===== src/rtl/glitch_sweep_trigger_pkg.sv =====
// rtl/glitch_sweep_trigger_pkg.sv - shared state encoding and default sweep bounds
//
// Purpose: state encoding and default parameters for the glitch sequencer,
//          shared by the RTL and any host-side tooling that decodes state.
// Ports:   none (package).

package glitch_sweep_trigger_pkg;

    typedef enum logic [2:0] {
        ST_IDLE    = 3'd0,
        ST_ARMED   = 3'd1,
        ST_DELAY   = 3'd2,
        ST_PULSE   = 3'd3,
        ST_HOLDOFF = 3'd4
    } gst_state_e;

    localparam int DEF_CLK_HZ     = 25000000;
    localparam int DEF_DELAY_MIN  = 0;
    localparam int DEF_DELAY_MAX  = 255;
    localparam int DEF_DELAY_STEP = 1;
    localparam int DEF_WIDTH_MIN  = 1;
    localparam int DEF_WIDTH_MAX  = 4;

endpackage


===== src/rtl/glitch_sweep_trigger_trig_sync.sv =====
// rtl/glitch_sweep_trigger_trig_sync.sv - trigger synchroniser and rising-edge detector
//
// Purpose: brings the asynchronous target TRIG GPIO into the clk_i domain through
//          two flops, then flags a 0->1 transition with a one-cycle pulse.
// Ports:
//   clk_i   in  system clock
//   rst_i   in  synchronous active-high reset (clears all flops)
//   trig_i  in  asynchronous trigger input
//   rise_o  out one-cycle pulse on a synchronised rising edge

module glitch_sweep_trigger_trig_sync (
    input  logic clk_i,
    input  logic rst_i,
    input  logic trig_i,
    output logic rise_o
);

    logic s1_q;
    logic s2_q;
    logic s3_q;

    always_ff @(posedge clk_i) begin
        if (rst_i) begin
            s1_q <= 1'b0;
            s2_q <= 1'b0;
            s3_q <= 1'b0;
        end else begin
            s1_q <= trig_i;
            s2_q <= s1_q;
            s3_q <= s2_q;
        end
    end

    assign rise_o = s2_q & ~s3_q;

endmodule


===== src/rtl/glitch_sweep_trigger.sv =====
// rtl/glitch_sweep_trigger.sv - power-glitch timing stage with automatic delay/width sweep
//
// Purpose: waits for a rising edge on the target trigger, counts cur_delay_o cycles,
//          drops power_en_o for cur_width_o cycles, holds off, then re-arms. Each
//          completed pulse steps the delay, wrapping into the next width, so repeated
//          encryptions walk the whole delay x width grid.
// Ports:
//   clk_i          in   system clock
//   rst_i          in   synchronous active-high reset
//   arm_i          in   level; 1 accepts triggers, 0 aborts to idle
//   trig_i         in   asynchronous target trigger
//   power_en_o     out  target supply enable, 0 while glitching
//   busy_o         out  1 in DELAY, PULSE or HOLDOFF
//   sweep_done_o   out  one-cycle pulse when the grid wraps
//   cur_delay_o    out  [15:0] delay for the next/ongoing attempt
//   cur_width_o    out  [7:0]  width for the next/ongoing attempt
//   attempts_o     out  [15:0] completed pulses, saturating

module glitch_sweep_trigger
    import glitch_sweep_trigger_pkg::*;
#(
    parameter int CLK_HZ     = DEF_CLK_HZ,
    parameter int DELAY_MIN  = DEF_DELAY_MIN,
    parameter int DELAY_MAX  = DEF_DELAY_MAX,
    parameter int DELAY_STEP = DEF_DELAY_STEP,
    parameter int WIDTH_MIN  = DEF_WIDTH_MIN,
    parameter int WIDTH_MAX  = DEF_WIDTH_MAX,
    parameter int HOLDOFF    = CLK_HZ / 1000
) (
    input  logic        clk_i,
    input  logic        rst_i,
    input  logic        arm_i,
    input  logic        trig_i,
    output logic        power_en_o,
    output logic        busy_o,
    output logic        sweep_done_o,
    output logic [15:0] cur_delay_o,
    output logic [7:0]  cur_width_o,
    output logic [15:0] attempts_o
);

    // Sweep arithmetic is done one bit wider than the registers so that a step
    // past the upper bound is detected instead of silently wrapping.
    localparam logic [15:0] DELAY_MIN_W    = 16'(DELAY_MIN);
    localparam logic [16:0] DELAY_MAX_W    = 17'(DELAY_MAX);
    localparam logic [16:0] DELAY_STEP_W   = 17'(DELAY_STEP);
    localparam logic [7:0]  WIDTH_MIN_W    = 8'(WIDTH_MIN);
    localparam logic [8:0]  WIDTH_MAX_W    = 9'(WIDTH_MAX);
    localparam logic [31:0] HOLDOFF_LAST_W = 32'(HOLDOFF - 1);

    gst_state_e  state_q, state_d;
    logic [31:0] cnt_q, cnt_d;
    logic [15:0] cur_delay_q, cur_delay_d;
    logic [7:0]  cur_width_q, cur_width_d;
    logic [15:0] attempts_q, attempts_d;
    logic        sweep_done_q, sweep_done_d;
    logic        power_en_q, power_en_d;
    logic        busy_q, busy_d;

    logic        rise;
    logic [16:0] delay_next;
    logic [8:0]  width_next;
    logic [31:0] width_last;

    glitch_sweep_trigger_trig_sync u_trig_sync (
        .clk_i  (clk_i),
        .rst_i  (rst_i),
        .trig_i (trig_i),
        .rise_o (rise)
    );

    assign delay_next = {1'b0, cur_delay_q} + DELAY_STEP_W;
    assign width_next = {1'b0, cur_width_q} + 9'd1;
    assign width_last = {24'd0, cur_width_q} - 32'd1;

    always_comb begin
        state_d      = state_q;
        cnt_d        = cnt_q;
        cur_delay_d  = cur_delay_q;
        cur_width_d  = cur_width_q;
        attempts_d   = attempts_q;
        sweep_done_d = 1'b0;

        if (!arm_i) begin
            // Abort leaves the sweep position untouched so the attempt is retried.
            state_d = ST_IDLE;
            cnt_d   = 32'd0;
        end else begin
            case (state_q)
                ST_IDLE: begin
                    state_d = ST_ARMED;
                    cnt_d   = 32'd0;
                end
                ST_ARMED: begin
                    if (rise) begin
                        state_d = ST_DELAY;
                        cnt_d   = 32'd0;
                    end
                end
                ST_DELAY: begin
                    if (cnt_q == {16'd0, cur_delay_q}) begin
                        state_d = ST_PULSE;
                        cnt_d   = 32'd0;
                    end else begin
                        cnt_d = cnt_q + 32'd1;
                    end
                end
                ST_PULSE: begin
                    if (cnt_q == width_last) begin
                        state_d = ST_HOLDOFF;
                        cnt_d   = 32'd0;
                        if (attempts_q != 16'hFFFF) begin
                            attempts_d = attempts_q + 16'd1;
                        end
                        if (delay_next > DELAY_MAX_W) begin
                            cur_delay_d = DELAY_MIN_W;
                            if (width_next > WIDTH_MAX_W) begin
                                cur_width_d  = WIDTH_MIN_W;
                                sweep_done_d = 1'b1;
                            end else begin
                                cur_width_d = width_next[7:0];
                            end
                        end else begin
                            cur_delay_d = delay_next[15:0];
                        end
                    end else begin
                        cnt_d = cnt_q + 32'd1;
                    end
                end
                ST_HOLDOFF: begin
                    if (cnt_q == HOLDOFF_LAST_W) begin
                        state_d = ST_ARMED;
                        cnt_d   = 32'd0;
                    end else begin
                        cnt_d = cnt_q + 32'd1;
                    end
                end
                default: begin
                    state_d = ST_IDLE;
                    cnt_d   = 32'd0;
                end
            endcase
        end

        // Outputs are registered from the next state so the supply switch never
        // sees decode glitches from a multi-bit state change.
        power_en_d = (state_d != ST_PULSE);
        busy_d     = (state_d == ST_DELAY) || (state_d == ST_PULSE) ||
                     (state_d == ST_HOLDOFF);
    end

    always_ff @(posedge clk_i) begin
        if (rst_i) begin
            state_q      <= ST_IDLE;
            cnt_q        <= 32'd0;
            cur_delay_q  <= DELAY_MIN_W;
            cur_width_q  <= WIDTH_MIN_W;
            attempts_q   <= 16'd0;
            sweep_done_q <= 1'b0;
            power_en_q   <= 1'b1;
            busy_q       <= 1'b0;
        end else begin
            state_q      <= state_d;
            cnt_q        <= cnt_d;
            cur_delay_q  <= cur_delay_d;
            cur_width_q  <= cur_width_d;
            attempts_q   <= attempts_d;
            sweep_done_q <= sweep_done_d;
            power_en_q   <= power_en_d;
            busy_q       <= busy_d;
        end
    end

    assign power_en_o   = power_en_q;
    assign busy_o       = busy_q;
    assign sweep_done_o = sweep_done_q;
    assign cur_delay_o  = cur_delay_q;
    assign cur_width_o  = cur_width_q;
    assign attempts_o   = attempts_q;

endmodule

===== config.mk =====
export PLATFORM = sky130hd
export DESIGN_NAME = glitch_sweep_trigger
export DESIGN_NICKNAME = d
export VERILOG_FILES = /design/src/rtl/glitch_sweep_trigger_pkg.sv /design/src/rtl/glitch_sweep_trigger_trig_sync.sv /design/src/rtl/glitch_sweep_trigger.sv
export SDC_FILE = /design/constraint.sdc
export NUM_CORES = 1
export LEC_CHECK = 0
export BUFFER_PORTS_ARGS = -buffer_cell sky130_fd_sc_hd__buf_4
export CORE_MARGIN = 3
export CORE_UTILIZATION = 30
export DETAILED_ROUTE_END_ITERATION = 8
export PLACE_DENSITY = 0.49
export SKIP_LAST_GASP = 1
export SLEW_MARGIN = 40
export SYNTH_ARGS = -nofsm -noshare
export SYNTH_HDL_FRONTEND = slang
export SYNTH_HIERARCHICAL = 1
export SYNTH_SLANG_ARGS = --single-unit

===== constraint.sdc =====
create_clock -name clk_i -period 3.95 [get_ports clk_i]
set_input_delay 1.185 -clock clk_i [delete_from_list [all_inputs] [get_ports clk_i]]
set_output_delay 1.185 -clock clk_i [all_outputs]
set_load 0.1 [all_outputs]

; ---- Word-level counts from Yosys, hierarchy flattened
; Index checks and enable logic that the tools add are counted.
[word_totals]
regBits = 81
input_bits = 4
out_inout_bits = 43
elab_cells = 59
[op_classes]
add_sub_neg = 5
magnitude_cmp = 2
n_eq_ne = 13
n_mux = 14
bitwise_logic = 6
reduce_logical = 8
[ops]
columns = cell, count
row1 = two-way mux 32 bit, 4
row2 = one-hot mux 32 bit (4 select lines), 1
row3 = "adder 32 x 1 -> 32 bit, second input constant", 1
row4 = "== test 32 x 15 -> 1 bit, second input constant", 1
row5 = == test 32 x 16 -> 1 bit, 1
row6 = == test 32 bit, 1
row7 = "adder 16 x 1 -> 17 bit, second input constant", 1
row8 = "greater-than comparator 17 x 8 -> 1 bit, second input constant", 1
row9 = "adder 16 x 1 -> 16 bit, second input constant", 1
row10 = two-way mux 16 bit, 1
row11 = "inequality test 16 bit, second input constant", 1
row12 = two-way mux 3 bit, 5
row13 = one-hot mux 3 bit (5 select lines), 1
row14 = "== test 3 x 2 -> 1 bit, second input constant", 4
row15 = "adder 8 x 1 -> 9 bit, second input constant", 1
row16 = "greater-than comparator 9 x 3 -> 1 bit, second input constant", 1
row17 = "subtractor 8 x 1 -> 9 bit, second input constant", 1
row18 = two-way mux 8 bit, 1
row19 = AND reduction 4 bit, 2
row20 = "== test 3 bit, second input constant", 2
row21 = inverter 1 bit, 5
row22 = OR reduction 5 bit, 1
row23 = "== test 3 x 1 -> 1 bit, second input constant", 1
row24 = zero test 3 bit, 1
row25 = other kinds (7), 8

; ---- Depth between registers and ports, before layout
[logic_depth]
ltp_word = 8
ltp_mapped = 11
ltp_nobuf = 9

; ---- Modules after synthesis
; The synthesis kept the hierarchy.
[by_module_without_submodules]
columns = mod, n_inst, cells_per_inst, area_per_inst_um2, seq_area_each_um2
row1 = glitch_sweep_trigger, 1, 585, 4664.5, 1561.5
row2 = glitch_sweep_trigger_trig_sync, 1, 7, 87.6, 60.1

; ---- Worst setup path before layout
; Ideal clock, no wire load.
[synth_path]
path_kind = register to register
from = register cur_width_q[0] (netlist: cur_width_o[0])
to = register cur_width_q[6] (netlist: cur_width_o[6])
setup_ns = 0.119
arrival_ns = 3.414
t_required_ns = 3.831
path_slack_ns = 0.417
path_stages_with_launch = 12
n_path_buf = 2
synth_period_minus_slack_ns = 3.533
path_cell_list = dfxtp_1 inv_1 ha_1 xnor2_1 xnor2_1 a2111o_1 a2111oi_4 and3b_1 buf_2 a21oi_1 clkbuf_1 and2_1
[synth_between]
elab_chain_cells = 3
word_cells_on_any_way = 6
classes_between = add/sub: 2 / order compare: 1 / eq/ne: 1 / mux: 1 / reduce/logical: 1
[synth_lines]
columns = element, line
row1 = start: declaration, glitch_sweep_trigger.sv:54  ; logic [7:0] cur_width_q, cur_width_d;
row2 = start signal: assignment, glitch_sweep_trigger.sv:166  ; cur_width_q <= cur_width_d;
row3 = adder 8 x 1 -> 9 bit / subtractor 8 x 1 -> 9 bit (equally long branches), "glitch_sweep_trigger.sv:73, glitch_sweep_trigger.sv:74"
row4 = greater-than comparator 9 x 3 -> 1 bit / == test 32 bit (equally long branches), "glitch_sweep_trigger.sv:117, glitch_sweep_trigger.sv:109"
row5 = two-way mux 8 bit / AND reduction 4 bit (equally long branches), --
; Parallel ways exist; a longest one is shown, timed or not.
; A chain may end at the register's enable or synchronous reset.

; ---- Worst setup path in the final report
[layout_path]
from = register cur_width_q[0] (netlist: cur_width_o[0])
to = register cnt_q[17]
[layout_between]
elab_chain_cells = 4
[layout_lines]
columns = element, line
row1 = subtractor 8 x 1 -> 9 bit, glitch_sweep_trigger.sv:74  ; assign width_last = {24'd0, cur_width_q} - 32'd1;
row2 = == test 32 bit, glitch_sweep_trigger.sv:109  ; if (cnt_q == width_last) begin
row3 = two-way mux 32 bit, glitch_sweep_trigger.sv:109
row4 = one-hot mux 32 bit (4 select lines), glitch_sweep_trigger.sv:89  ; case (state_q)
row5 = end signal: assignment, glitch_sweep_trigger.sv:164  ; cnt_q <= cnt_d;
row6 = end: declaration, glitch_sweep_trigger.sv:52  ; logic [31:0] cnt_q, cnt_d;
; Every way passes these cells.

==> summary.md <==
| Metric | Value |
|---|---|
| Number of global-route vias before repair | 4127 |
| Wirelength per Cell | 15.2 µm |
| Total track usage | 0.148 |
| Post-CTS Setup Bufs | 0 |
| TritonCTS clock tree | done |
| GP Congestion | ~0.79 |
| Share of cells above drive strength 1 | 0.148 |
| Post-synth EDFFs | 0 |
| Resized Gates After CTS | 0 |
| CP Data Arrival Time | 3720 ps |
| Worst-path cell chain | inv_1 > ha_1 > xnor2_1 > xnor2_1 > a2111o_1 > a2111oi_4 > a311oi_4 > buf_4 > buf_4 > buf_12 > and3_1 > a221o_1 |
| Total grt overflow | 0 |
| Max Slew Vio Count | 0 |
| Crit path capture type | flop |
| Setup CP Type | reg2reg |
| Root Buffer | clkbuf_16 |
| 1st-pass router iterations | 6 |
| Ratio of final minimum period to clock period | 0.885 |
| First-pass GRT wire length | 21.5 mm |
| Slew margin rel. | 0.505 |
| FMAX | 286 MHz |
| CTS clk-pin slew, worst paths | 60 ps |
| Tmin final | 3500 ps |
| Hpwl dp | 9.28 mm |
| Ys async rst share | 0 |
| Row count | 45 |
| Cts bufs inserted | 9 |
| First DRT Iteration DRCs | 264 |
| Fin cells | 838 |
| CP Data Required Time | between 4000 and 5000 ps |
| Most common cell after layout, fill and taps aside | dfxtp_1 |
| Top FF cell, synth | dfxtp_1 |
| Seq cells post-synth | 81 |
| Startpoint Class | flop |
| CP max FO | 30 |
| Chip Height | 132 µm |
| Number of synthesis warnings | 6 |
| DRT Wirelength | 12.7 mm |
| Worst Hold Class | reg2reg |
| VDD IR max | 0.199 mV |
| Clk sinks | 81 |
| Actual slew at the worst max-slew pin | 743 ps |
| Io pins | 47 |
| Post-Synthesis Cells | 592 |
| Setup TNS | 0 ps |
| Status | finished clean |
| Register area share after synthesis | 0.341 |
| Ant. Diodes | 0 |
| DRC | 0 |
| PortBufs | between 40 and 50 |
| WP buf/inv | 4 |
| Clock Tree Buf Depth | 2 |
| Unrepaired setup endpoints after global routing | false |
| Via Count | 4428 |
| Hold buffers post-CTS | 0 |
| Final Hold Viols | 0 |
| Final ANT Viol Nets | 0 |
| Full die area | 0.0174 mm² |
| Crit-path max cell delay | 580 ps |
| CP max stage cell | a2111oi_4 |
| CP top delay family | compound AO/OA/AOI/OAI gates |
| Initial antenna violation count | 0 |
| PwrDens | 313 mW/mm² |
| Initial core utilization | 0.309 |
| Mean Syn Cell Area | 8.03 µm² |
| Post-Syn Nets | roughly 600 |
| Setup violators final | 0 |
| Clk_lat worst skew | 340 ps |
| Synth cell types | 61 |
| Placed cells | roughly 800 |
| H-Tree Depth | 3 |
| Core area | 0.0154 mm² |
| Die Span X | 132 µm |
| Synth Cell Area | 0.00475 mm² |
| Area delta synth->final | 18.8% |
| Total leakage power | 2.10 nW |
| Most frequent cells in the layout | 81 x dfxtp_1, 57 x buf_4, 47 x nand3_1, 41 x nand2_1, 37 x nor2_1 |
| Largest net degree at the start of global routing | 40 |
| Max-Cap Viols | 0 |
| Via/cell ratio | 5.28 |
| Nets | 633 |
| Skew final | 9.54 ps |
[cell families after synthesis]
group | Yosys count | synth area share
adder cells (fa/ha/maj) | 7 | 0.0184
flip-flops | 81 | 0.341
multiplexers | 7 | 0.0150
buffers and inverters | 51 | 0.0434
AND/OR/NAND/NOR | 287 | 0.341
AO/OA/AOI/OAI | 126 | 0.180
XOR/XNOR | 33 | 0.0608
[Yosys cell counts, types with 5 or more instances]
master | count | share of area
a21boi_0 | 6 | 0.0095
nor4_1 | 10 | 0.013
buf_2 | 10 | 0.011
clkbuf_1 | 26 | 0.021
a22o_1 | 6 | 0.011
nand2_1 | 41 | 0.032
mux2i_1 | 6 | 0.013
nor2b_1 | 11 | 0.014
a21oi_1 | 30 | 0.032
nand4_1 | 21 | 0.028
nor3b_1 | 7 | 0.011
a21boi_1 | 5 | 0.0079
nor2_1 | 37 | 0.029
nand3_1 | 47 | 0.050
nor3_1 | 13 | 0.014
or2_2 | 6 | 0.0079
o31ai_1 | 6 | 0.0095
xor2_1 | 8 | 0.015
dfxtp_1 | 81 | 0.34
ha_1 | 7 | 0.018
and3_1 | 21 | 0.028
a31oi_1 | 16 | 0.021
nand2b_1 | 14 | 0.018
xnor2_1 | 25 | 0.046
or4_1 | 12 | 0.019
o21ai_0 | 31 | 0.033
a221o_1 | 6 | 0.013
inv_1 | 12 | 0.0095
and2_1 | 11 | 0.014
or3_1 | 15 | 0.020
[path summary, 6_finish.rpt]
path                    startpoint               end  slack [ps]  depth (start not counted)
setup / recovery    cur_width_o[0]         cnt_q[17]         450                         12
hold / removal    u_trig_sync/s1_q  u_trig_sync/s2_q         450                          1
setup reg to reg    cur_width_o[0]         cnt_q[17]         450                         12
hold reg to reg   u_trig_sync/s1_q  u_trig_sync/s2_q         450                          1
[stage by stage]
stage / hold slack (ps) / power, mW / setup WS (ps) / util / area (µm²)
2_1_floorplan: 414 / 0.860 / 417 / - / 4750
5_1_grt: 459 / 1.84 / 208 / 0.367 / 5650
6_report: 448 / 1.77 / 454 / 0.367 / 5650
4_1_cts: 455 / 1.80 / 442 / 0.367 / 5640
3_5_place_dp: 435 / 0.871 / 456 / 0.346 / 5320
3_3_place_gp: 437 / 0.871 / 635 / 0.345 / 5300
[per-layer routing]
layer | global-route usage | routed length (µm) | vias up
li1 | - | - | 2237
met1 | 0.204 | 6140 | 2114
met2 | 0.238 | 6050 | 70
met3 | 0.0324 | 406 | 7
met4 | 0.0333 | 112 | 0
met5 | 0 | 0 | -
[power by group]
part | internal [mW] | switching (mW)
registers | 0.819 | 0.00268
logic | 0.0106 | 0.0208
clock network | 0.573 | 0.341
total | 1.40 | 0.364
[final cells by class]
| cell class | count | area, µm² |
|---|---|---|
| fillers | 1595 | 9720 |
| multi-input cells | 460 | 2950 |
| flip-flops and latches | 81 | 1620 |
| repair buffers | 58 | 448 |
| well taps | 211 | 264 |
| clock buffers | 12 | 246 |
| clock inverters | 4 | 76.3 |
| inverters | 12 | 45.0 |
[flip-flops by register name, indices dropped and copies added (netlist names)]
register and flops:
busy_o 1, u_trig_sync/s1_q 1, cur_width_o 8, state_q 3, sweep_done_o 1, cnt_q 32, cur_delay_o 16, u_trig_sync/s3_q 1
u_trig_sync/s2_q 1, power_en_o 1, attempts_o 16
(Power assumes the default switching activity.)
